$ cat src/rtl/prio_encoder_queue.sv
// Sequential N:log2(N) priority encoder: request events collect in a pending
// register and are handed out one index per transfer, highest index first.
module prio_encoder_queue #(
    parameter  int N = 4,
    localparam int W = $clog2(N)
) (
    input  logic         clk,
    input  logic         rst_n,
    input  logic         e,
    input  logic [N-1:0] req,
    output logic [W-1:0] y,
    output logic         y_valid,
    input  logic         y_ready,
    output logic [N-1:0] pending,
    output logic         dup_err
);

    // Handshake: y/y_valid form a valid/ready source. A transfer happens on an
    // edge where y_valid && y_ready; while y_valid && !y_ready, y and y_valid
    // hold. The output register can refill on the same edge it is drained.

    logic [N-1:0] cand;
    logic [N-1:0] cand_clr;
    logic [W-1:0] k;
    logic         slot_free;
    logic         load;

    always_comb begin
        cand      = pending | (e ? req : '0);
        slot_free = !y_valid || y_ready;
        load      = e && slot_free && (cand != '0);
    end

    // Ascending scan: the last set bit seen is the highest index.
    always_comb begin
        k = '0;
        for (int i = 0; i < N; i++) begin
            if (cand[i]) begin
                k = W'(i);
            end
        end
        cand_clr    = cand;
        cand_clr[k] = 1'b0;
    end

    always_ff @(posedge clk or negedge rst_n) begin
        if (!rst_n) begin
            y       <= '0;
            y_valid <= 1'b0;
            pending <= '0;
            dup_err <= 1'b0;
        end else begin
            if (load) begin
                y       <= k;
                y_valid <= 1'b1;
                pending <= cand_clr;
            end else begin
                if (e) begin
                    pending <= cand;
                end
                if (y_valid && y_ready) begin
                    y_valid <= 1'b0;
                end
            end
            // A request landing on an already-pending line merges into it.
            if (e && ((req & pending) != '0)) begin
                dup_err <= 1'b1;
            end
        end
    end

endmodule

$ cat config.mk
export PLATFORM = sky130hd
export DESIGN_NAME = prio_encoder_queue
export DESIGN_NICKNAME = d
export VERILOG_FILES = /design/src/rtl/prio_encoder_queue.sv
export SDC_FILE = /design/constraint.sdc
export NUM_CORES = 1
export LEC_CHECK = 0
export ABC_AREA = 0
export CORE_AREA = 2 2 39 41
export DETAILED_ROUTE_END_ITERATION = 8
export DIE_AREA = 0 0 41 43
export HOLD_SLACK_MARGIN = 0.03
export PLACE_DENSITY = 0.61
export SLEW_MARGIN = 5
export SYNTH_ARGS = -nofsm -noshare
export SYNTH_HDL_FRONTEND = slang
export SYNTH_SLANG_ARGS = --single-unit
$ cat constraint.sdc
create_clock -name clk -period 2.5 [get_ports clk]
set_input_delay 0.25 -clock clk [delete_from_list [all_inputs] [get_ports clk]]
set_output_delay 0.25 -clock clk [all_outputs]
set_load 0.005 [all_outputs]
After elaboration in Yosys (flattened, before gate mapping). Index checks and enable logic that the tools add are counted.

Bitwise gates (word level): 4. $lt $le $gt $ge: 2. Reductions and logical operators: 11. Muxes and demuxes: 10.

Operators by type and width (count): 2-to-1 mux 4 bit (3); bitwise AND 4 bit (2); nonzero test 4 bit (2); logical AND 1 bit (5); 2-to-1 mux 1 bit (4); 2-to-1 mux 2 bit (2); NOT 4 bit (1); bitwise OR 4 bit (1); nonzero test 2 bit (2); less-than comparator 2 x 3 -> 1 bit (second input constant) (1); demux 1 bit (select 2 bit) (1); greater-or-equal comparator 2 x 1 -> 1 bit (second input constant) (1); logical NOT 1 bit (1); logical OR 1 bit (1).

Bits in registers: 8.

Logic depth before layout (Yosys ltp). Gate-level depths: netlist of run 1.

Depth after elaboration: 12. Mapped depth: 5.

Worst setup path after synthesis of run 1. Ideal clock, no wire load.

Kind: flip-flop to flip-flop. Start point: reg pending[3]. End point: reg y[0]. Required time: 2.375 ns. Path slack: 1.325 ns. Library setup time: 0.125 ns. Arrival time: 1.050 ns. Cell stages (with the launch flop): 4. Buffers on the path: 0. Clock period less this slack: 1.175 ns. Cell sequence: dfrtp_1 > nor3_4 > a21oi_2 > mux2_4.

Longest elaborated chain between the ends: 3.

Ends and longest elaborated chain: start: declaration (RTL line 14) `output logic [N-1:0] pending,`; start signal: assignment (RTL line 56) `pending <= cand_clr;`; start signal: assignment (RTL line 59) `pending <= cand;`; bitwise OR 4 bit * (RTL line 29) `cand = pending | (e ? req : '0);`; nonzero test 4 bit (RTL line 31) `load = e && slot_free && (cand != '0);`; logical AND 1 bit (RTL line 31); end signal: assignment (RTL line 54) `y <= k;`; end: declaration (RTL line 11) `output logic [W-1:0] y,`.

Every way passes the cells marked *; elsewhere a longest branch is shown, timed or not. A chain may end at the register's enable or synchronous reset.

Final worst setup path of run 1.
Start point: in e. End point: reg y[0].

Longest elaborated chain between the ends: 5.

Ends and longest elaborated chain: start: declaration (RTL line 9) `input logic e,`; 2-to-1 mux 4 bit (RTL line 29); bitwise OR 4 bit (RTL line 29); 2-to-1 mux 1 bit (RTL line 38) `if (cand[i]) begin`; 2-to-1 mux 2 bit (2 in a row) (RTL line 38).

Parallel ways exist; a longest one is shown, timed or not.

==> flow_results.xml, run 1 <==
<?xml version="1.0" encoding="UTF-8"?>
<metrics>
  <group name="status">
    <metric name="outcome" unit="">completed</metric>
  </group>
  <group name="layout">
    <metric name="final_cell_mix" unit="">15 x sky130_fd_sc_hd__clkdlybuf4s50_1, 8 x sky130_fd_sc_hd__dfrtp_1, 5 x sky130_fd_sc_hd__a21oi_1</metric>
    <metric name="area_growth_syn_to_layout" unit="%">44.2</metric>
    <metric name="ff_latch_area" unit="um^2">200</metric>
    <metric name="fin_nets" unit="">64</metric>
    <metric name="post_route_cells_drive_above_1_share" unit="">0.167</metric>
    <metric name="n_fill_cell" unit="">138</metric>
    <metric name="multi_input_area" unit="um^2">195</metric>
    <metric name="antennaDiodeCount" unit="">0</metric>
    <metric name="layout_commonest_cell" unit="">sky130_fd_sc_hd__clkdlybuf4s50_1</metric>
  </group>
  <group name="power">
    <metric name="vdd_drop_max" unit="mV">0.288</metric>
    <metric name="cellInternalPower" unit="mW">0.278</metric>
    <metric name="power.density_cell_area" unit="mW/mm^2">652</metric>
    <metric name="clock_power_share" unit="">0.252</metric>
    <metric name="power.sequential.fraction" unit="">0.451</metric>
    <metric name="switching_share" unit="">0.280</metric>
    <metric name="total_leakage_power" unit="nW">0.235</metric>
    <metric name="share_comb_of_total_power" unit="">0.297</metric>
    <metric name="p_switching" unit="mW">0.108</metric>
    <metric name="total_power" unit="mW">0.386</metric>
  </group>
  <group name="sta">
    <metric name="worst_pin_slew" unit="ps">367</metric>
    <metric name="rsz_0062_raised_after_global_routing" unit="">false</metric>
    <metric name="finalCriticalPeriod" unit="ps">1520</metric>
    <metric name="clock.fmax" unit="MHz">659</metric>
    <metric name="postLayoutSetupSlackWorst" unit="ps">983</metric>
    <metric name="max_slew_margin" unit="">0.754</metric>
    <metric name="fraction_of_the_cycle_the_final_worst_path_needs" unit="">0.607</metric>
    <metric name="timing.final.max_slew_violations" unit="">0</metric>
    <metric name="fin_tns_setup" unit="ps">0</metric>
    <metric name="setup_viols_final" unit="">0</metric>
    <metric name="final_count_of_hold_timing_violations" unit="">0</metric>
    <metric name="fin_skew" unit="ps">2.49</metric>
    <metric name="finalHoldWorstSlack" unit="ps">278</metric>
  </group>
  <group name="clock_network">
    <metric name="cts_hold_buf" unit="">0</metric>
    <metric name="clock_tree_root_driver_cell" unit="">sky130_fd_sc_hd__clkbuf_4</metric>
    <metric name="tritoncts" unit="">yes</metric>
    <metric name="cts_buffer_depth" unit="">2</metric>
    <metric name="number_of_buffers_added_by_the_clock_tree_synthesis_step" unit="">3</metric>
    <metric name="clock_sink_total" unit="">8</metric>
    <metric name="clkLatencyLatePin" unit="ps">250</metric>
    <metric name="cts.reportedPaths.clkPinSlew" unit="ps">50</metric>
    <metric name="cts_setup_buffers" unit="">0</metric>
    <metric name="post_cts_resize_count" unit="">0</metric>
    <metric name="clock_tree.htree_level_count" unit="">1</metric>
  </group>
  <group name="setup_path">
    <metric name="timing.critical_path.to" unit="">y[0]$_DFFE_PN0P_</metric>
    <metric name="rrSetupSlack" unit="ps">1240</metric>
    <metric name="reg2regPathDepth" unit="">3</metric>
    <metric name="timing.critical_path.required" unit="ps">2630</metric>
    <metric name="critical_path_class" unit="">in -&gt; reg</metric>
    <metric name="critical_path.startpoint" unit="">e</metric>
    <metric name="worst_r2r_endpoint" unit="">y[0]$_DFFE_PN0P_</metric>
    <metric name="setup.worst_path.start_class" unit="">input pin</metric>
    <metric name="setup.worst_path.end_class" unit="">flip-flop</metric>
    <metric name="r2r-start" unit="">pending[3]$_DFFE_PN0P_</metric>
    <metric name="worst-endpoint-arrival" unit="ps">1650</metric>
    <metric name="critical_path.max_fanout" unit="">9</metric>
  </group>
  <group name="floorplanning">
    <metric name="chipHeight" unit="um">43</metric>
    <metric name="placementRows" unit="">14</metric>
    <metric name="num_io_pins" unit="">16</metric>
    <metric name="core_area" unit="mm^2">0.00138</metric>
    <metric name="die_width" unit="um">41</metric>
    <metric name="initial_standard_cell_utilization_of_the_core" unit="">0.297</metric>
    <metric name="die_area" unit="mm^2">0.00176</metric>
  </group>
  <group name="synth">
    <metric name="synth_nets" unit="">45</metric>
    <metric name="post_synth_instance_area" unit="um^2">410</metric>
    <metric name="postSynthRegisterBits" unit="">8</metric>
    <metric name="synth_cell_types" unit="">18</metric>
    <metric name="yosys.area.top_type" unit="">sky130_fd_sc_hd__dfrtp_1</metric>
    <metric name="synth_largest_type_area_fraction" unit="">0.488</metric>
    <metric name="yosysWarnings" unit="">0</metric>
    <metric name="synth-seq-area-share" unit="">0.488</metric>
    <metric name="syn_avg_cell_area" unit="um^2">11.1</metric>
    <metric name="syn_inst" unit="">37</metric>
    <metric name="yosys-top-cells-area" unit="">sky130_fd_sc_hd__dfrtp_1 49%, sky130_fd_sc_hd__nor3_4 7.9%, sky130_fd_sc_hd__a21oi_1 6.1%</metric>
  </group>
  <group name="flow_run">
    <metric name="maxCapViolations" unit="">0</metric>
  </group>
  <group name="global_routing">
    <metric name="first_global_vias" unit="">327</metric>
    <metric name="grt_remaining_overflow" unit="">0</metric>
    <metric name="global_route_wire_length_before_repair" unit="mm">1.32</metric>
    <metric name="global_route.usage.total" unit="">0.117</metric>
    <metric name="number_of_antenna_violations_at_the_first_check_in_global_routing" unit="">0</metric>
    <metric name="maximum_number_of_pins_on_one_net_before_global_route_repair" unit="">10</metric>
  </group>
  <group name="placement">
    <metric name="detailedPlace.worstSlack" unit="ps">723</metric>
    <metric name="post-dp-hpwl" unit="um">631</metric>
    <metric name="gp_routability_congestion" unit="">0.726</metric>
    <metric name="place.port_buffers" unit="">15</metric>
  </group>
  <group name="detailed_routing">
    <metric name="totalWireLength" unit="um">844</metric>
    <metric name="dr_iter_0_viols" unit="">0</metric>
    <metric name="first_pass_iters" unit="">1</metric>
    <metric name="drt_drc_violations_left" unit="">0</metric>
    <metric name="wl_per_cell" unit="um">12.1</metric>
    <metric name="vias_per_cell" unit="">4.77</metric>
    <metric name="routed-via-count" unit="">334</metric>
    <metric name="detail-route-antenna-nets" unit="">0</metric>
  </group>
  <group name="min_path">
    <metric name="holdCritPathClass" unit="">in -&gt; async</metric>
  </group>
</metrics>
==> Yosys cell counts <==
cell and number:
sky130_fd_sc_hd__a21oi_2 1, sky130_fd_sc_hd__buf_6 1, sky130_fd_sc_hd__inv_1 1, sky130_fd_sc_hd__a21oi_1 5, sky130_fd_sc_hd__nand2_1 4, sky130_fd_sc_hd__o21a_4 1, sky130_fd_sc_hd__a21o_1 1, sky130_fd_sc_hd__mux2_4 1
sky130_fd_sc_hd__nor3_4 2, sky130_fd_sc_hd__dfrtp_1 8, sky130_fd_sc_hd__nor2_1 1, sky130_fd_sc_hd__o21ai_0 2, sky130_fd_sc_hd__a21o_2 1, sky130_fd_sc_hd__and2_1 1, sky130_fd_sc_hd__a22oi_1 2, sky130_fd_sc_hd__nand2b_1 2
sky130_fd_sc_hd__o21a_1 1, sky130_fd_sc_hd__a31oi_1 2
==> sequential cells by signal (all words and copies together), names as in the netlist <==
register,count
y_valid,1
y,2
pending,4
dup_err,1
==> critical path, cell delays in order <==
cell and delay [ps]:
sky130_fd_sc_hd__clkdlybuf4s50_1 640, sky130_fd_sc_hd__o21a_1 210, sky130_fd_sc_hd__nor3_4 60, sky130_fd_sc_hd__a21oi_2 180, sky130_fd_sc_hd__mux2_4 310
==> per-layer routing <==
layer | wire (um) | up-vias | global-route usage
met1 | 422 | 149 | 0.140
met4 | 5 | 0 | 0.100
met5 | 0 | - | 0
met3 | 53 | 2 | 0.0314
met2 | 362 | 12 | 0.163
li1 | - | 171 | -
==> area by class of cell <==
class                           instances  area share
Timing Repair Buffer                   15       0.254
Sequential cell                         8       0.338
Clock buffer                            3      0.0381
Multi-Input combinational cell         27       0.330
Inverter                                1     0.00634
Tap cell                               16      0.0338
==> power by group through the flow <==
stage | Combinational [mW] | Clock (mW) | Sequential [mW]
final | 0.115 | 0.0972 | 0.174
after floorplan | 0.0501 | 0 | 0.176
after global placement | 0.116 | 0 | 0.177
after global routing | 0.128 | 0.106 | 0.178
after CTS | 0.117 | 0.103 | 0.174
after detailed placement | 0.116 | 0 | 0.177
==> metrics by stage <==
| step | util | cells | area (um^2) |
|---|---|---|---|
| after detailed placement | 0.411 | 67 | 569 |
| after global routing | 0.428 | 70 | 592 |
| after CTS | 0.428 | 70 | 592 |
| final | 0.428 | 70 | 592 |
| after global placement | 0.411 | 67 | 569 |
| after floorplan | - | 37 | 410 |
==> worst min-delay path by stage <==
stage	end	depth (start not counted)	slack (ps)	start
3_5_place_dp	dup_err$_DFFE_PN0P_	1	450	dup_err$_DFFE_PN0P_
3_3_place_gp	dup_err$_DFFE_PN0P_	1	460	dup_err$_DFFE_PN0P_
2_1_floorplan	dup_err$_DFFE_PN0P_	0	-50	rst_n
6_report	y[1]$_DFFE_PN0P_	1	280	rst_n
4_1_cts	y[1]$_DFFE_PN0P_	1	290	rst_n
5_1_grt	y[1]$_DFFE_PN0P_	1	310	rst_n
==> logic make-up after synthesis <==
kind of cell    share of synthesized area
mux                                0.0366
compound gates                      0.268
flops                               0.488
simple gates                        0.171
buf+inv                            0.0366
(Power assumes the default switching activity.)
==> run 2, diff against run 1 <==
==> constraint.sdc (replaced) <==
create_clock -name clk -period 1.5 [get_ports clk]
set_input_delay 0.15 -clock clk [delete_from_list [all_inputs] [get_ports clk]]
set_output_delay 0.15 -clock clk [all_outputs]
set_load 0.005 [all_outputs]
==> run 2 against run 1 <==
  * Power increased by 73%
  * Non-clock buffer count grew 8
  * Register-to-register slack got worse by 930 ps
  * Clock power up 65%
  * Sequential power grew 66%
  * Worst setup slack got worse by 860 ps
  * Clock-buffer cell count did not move
  * Global-route usage grew 1.2 points
  * Via count up 10%
  * Largest power group unchanged
==> flow_results.xml, run 2 (same netlist as run 1, synthesis figures left out) <==
<?xml version="1.0" encoding="UTF-8"?>
<metrics>
  <group name="status">
    <metric name="outcome" unit="">completed</metric>
  </group>
  <group name="setup_path">
    <metric name="crit_buf_inv" unit="">1</metric>
    <metric name="critical_path.top_delay_family" unit="">buffers and inverters</metric>
    <metric name="setup.worst_path.start_class" unit="">flip-flop</metric>
    <metric name="setup.worst_path.end_class" unit="">output pin</metric>
    <metric name="timing.critical_path.to" unit="">pending[0]</metric>
    <metric name="timing.critical_path.required" unit="ps">1350</metric>
    <metric name="critical_path.startpoint" unit="">pending[0]$_DFFE_PN0P_</metric>
    <metric name="critical_path.max_fanout" unit="">4</metric>
    <metric name="r2r-start" unit="">y_valid$_DFFE_PN0P_</metric>
    <metric name="worst-endpoint-arrival" unit="ps">1230</metric>
    <metric name="slowest_delay" unit="ps">540</metric>
    <metric name="worst_r2r_endpoint" unit="">y[0]$_DFFE_PN0P_</metric>
    <metric name="rrSetupSlack" unit="ps">310</metric>
    <metric name="timing.critical_path.cells" unit="">clkdlybuf4s50_1</metric>
    <metric name="timing.critical_path.depth" unit="">1</metric>
    <metric name="critical_path_class" unit="">reg -&gt; out</metric>
    <metric name="reg2regPathDepth" unit="">4</metric>
    <metric name="slowest_stage" unit="">sky130_fd_sc_hd__clkdlybuf4s50_1</metric>
  </group>
  <group name="floorplanning">
    <metric name="chipHeight" unit="um">43</metric>
    <metric name="placementRows" unit="">14</metric>
    <metric name="die_width" unit="um">41</metric>
    <metric name="num_io_pins" unit="">16</metric>
    <metric name="die_area" unit="mm^2">0.00176</metric>
    <metric name="core_area" unit="mm^2">0.00138</metric>
    <metric name="initial_standard_cell_utilization_of_the_core" unit="">0.297</metric>
  </group>
  <group name="layout">
    <metric name="top_register" unit="">pending</metric>
    <metric name="flip_flop_count_of_the_largest_register_after_layout" unit="">4</metric>
    <metric name="fin_nets" unit="">72</metric>
    <metric name="antennaDiodeCount" unit="">0</metric>
    <metric name="layout_commonest_cell" unit="">sky130_fd_sc_hd__clkdlybuf4s50_1</metric>
    <metric name="final_cell_mix" unit="">15 x sky130_fd_sc_hd__clkdlybuf4s50_1, 8 x sky130_fd_sc_hd__dfrtp_1, 8 x sky130_fd_sc_hd__buf_4</metric>
    <metric name="post_route_cells_drive_above_1_share" unit="">0.274</metric>
    <metric name="top_regs" unit="">pending x4, y x2</metric>
    <metric name="area_growth_syn_to_layout" unit="%">58.8</metric>
    <metric name="n_fill_cell" unit="">134</metric>
    <metric name="layout.cells.non_filler" unit="">78</metric>
  </group>
  <group name="placement">
    <metric name="post-place-cells" unit="">75</metric>
    <metric name="post-dp-hpwl" unit="um">742</metric>
    <metric name="gp_routability_congestion" unit="">0.780</metric>
    <metric name="place.port_buffers" unit="">15</metric>
  </group>
  <group name="clock_network">
    <metric name="clkLatencyLatePin" unit="ps">250</metric>
    <metric name="cts_hold_buf" unit="">0</metric>
    <metric name="tritoncts" unit="">yes</metric>
    <metric name="cts_buffer_depth" unit="">2</metric>
    <metric name="number_of_buffers_added_by_the_clock_tree_synthesis_step" unit="">3</metric>
    <metric name="cts.reportedPaths.clkPinSlew" unit="ps">50</metric>
    <metric name="clock_tree_root_driver_cell" unit="">sky130_fd_sc_hd__clkbuf_4</metric>
    <metric name="post_cts_resize_count" unit="">0</metric>
    <metric name="cts_setup_buffers" unit="">0</metric>
    <metric name="clock_tree.htree_level_count" unit="">1</metric>
    <metric name="clock_sink_total" unit="">8</metric>
  </group>
  <group name="sta">
    <metric name="clock.fmax" unit="MHz">727</metric>
    <metric name="finalCriticalPeriod" unit="ps">1380</metric>
    <metric name="fin_skew" unit="ps">2.78</metric>
    <metric name="worst_pin_slew" unit="ps">375</metric>
    <metric name="setup_viols_final" unit="">0</metric>
    <metric name="fraction_of_the_cycle_the_final_worst_path_needs" unit="">0.917</metric>
    <metric name="max_slew_margin" unit="">0.749</metric>
    <metric name="final_count_of_hold_timing_violations" unit="">0</metric>
    <metric name="timing.final.max_slew_violations" unit="">0</metric>
    <metric name="rsz_0062_raised_after_global_routing" unit="">false</metric>
    <metric name="finalHoldWorstSlack" unit="ps">182</metric>
  </group>
  <group name="detailed_routing">
    <metric name="totalWireLength" unit="um">937</metric>
    <metric name="vias_per_cell" unit="">4.72</metric>
    <metric name="first_pass_iters" unit="">2</metric>
    <metric name="drt_drc_violations_left" unit="">0</metric>
    <metric name="routed-via-count" unit="">368</metric>
    <metric name="detail-route-antenna-nets" unit="">0</metric>
    <metric name="wl_per_cell" unit="um">12.0</metric>
    <metric name="dr_iter_0_viols" unit="">4</metric>
  </group>
  <group name="power">
    <metric name="power.density_cell_area" unit="mW/mm^2">1030</metric>
    <metric name="total_leakage_power" unit="nW">0.275</metric>
    <metric name="vdd_drop_max" unit="mV">0.523</metric>
    <metric name="total_power" unit="mW">0.669</metric>
  </group>
  <group name="global_routing">
    <metric name="grt_remaining_overflow" unit="">0</metric>
    <metric name="number_of_antenna_violations_at_the_first_check_in_global_routing" unit="">0</metric>
    <metric name="maximum_number_of_pins_on_one_net_before_global_route_repair" unit="">9</metric>
    <metric name="global_route.usage.total" unit="">0.129</metric>
    <metric name="first_global_vias" unit="">383</metric>
    <metric name="global_route_wire_length_before_repair" unit="mm">1.48</metric>
  </group>
  <group name="min_path">
    <metric name="holdCritPathClass" unit="">in -&gt; async</metric>
  </group>
  <group name="flow_run">
    <metric name="maxCapViolations" unit="">0</metric>
  </group>
</metrics>
run 2: cell types whose count changed in the layout (fill, tap and decap cells not counted):
cell / previous run / this run
sky130_fd_sc_hd__buf_4: 0 / 8
run 2: per-stage QoR:
| stage | instance area (um^2) | setup WS (ps) | setup TNS [ps] | util |
|---|---|---|---|---|
| floorplan | 410 | 325 | 0 | - |
| detailed placement | 629 | -30.4 | -30.4 | 0.455 |
| global route | 652 | 70.2 | 0 | 0.471 |
| finish | 652 | 124 | 0 | 0.471 |
| CTS | 652 | 112 | 0 | 0.471 |
| global placement | 629 | -6.33 | -6.33 | 0.455 |
run 2: cell type report:
| type | count | area (um^2) | share of cell area |
|---|---|---|---|
| clock buffer | 3 | 22.5 | 0.0345 |
| inverter | 1 | 3.75 | 0.00576 |
| multi-input combinational | 27 | 195 | 0.299 |
| sequential | 8 | 200 | 0.307 |
| tap | 16 | 20.0 | 0.0307 |
| timing repair buffer | 23 | 210 | 0.322 |
run 2: power breakdown:
group / total (mW) / internal [mW] / leakage [nW] / switching [mW]
Combinational: 0.221 / 0.142 / 0.174 / 0.0786
Clock: 0.160 / 0.0913 / 0.0138 / 0.0691
Sequential: 0.288 / 0.252 / 0.0866 / 0.0365
Total: 0.669 / 0.485 / 0.275 / 0.184
run 2: worst min path at each step:
stage / startpoint / to / depth (start not counted)
after floorplan: rst_n / dup_err$_DFFE_PN0P_ / 0
after global placement: rst_n / dup_err$_DFFE_PN0P_ / 1
after detailed placement: rst_n / pending[2]$_DFFE_PN0P_ / 1
after CTS: rst_n / y[1]$_DFFE_PN0P_ / 1
after global routing: rst_n / y[1]$_DFFE_PN0P_ / 1
final: rst_n / y[1]$_DFFE_PN0P_ / 1
run 2: per-layer routing:
metal,track usage,routed length (um),share of wire,vias to the layer above
met2,0.194,449,0.48,14
met1,0.147,412,0.44,162
met3,0.0314,70,0.075,2
li1,-,-,-,190
met4,0.100,5,0.0053,0
met5,0,0,0,-
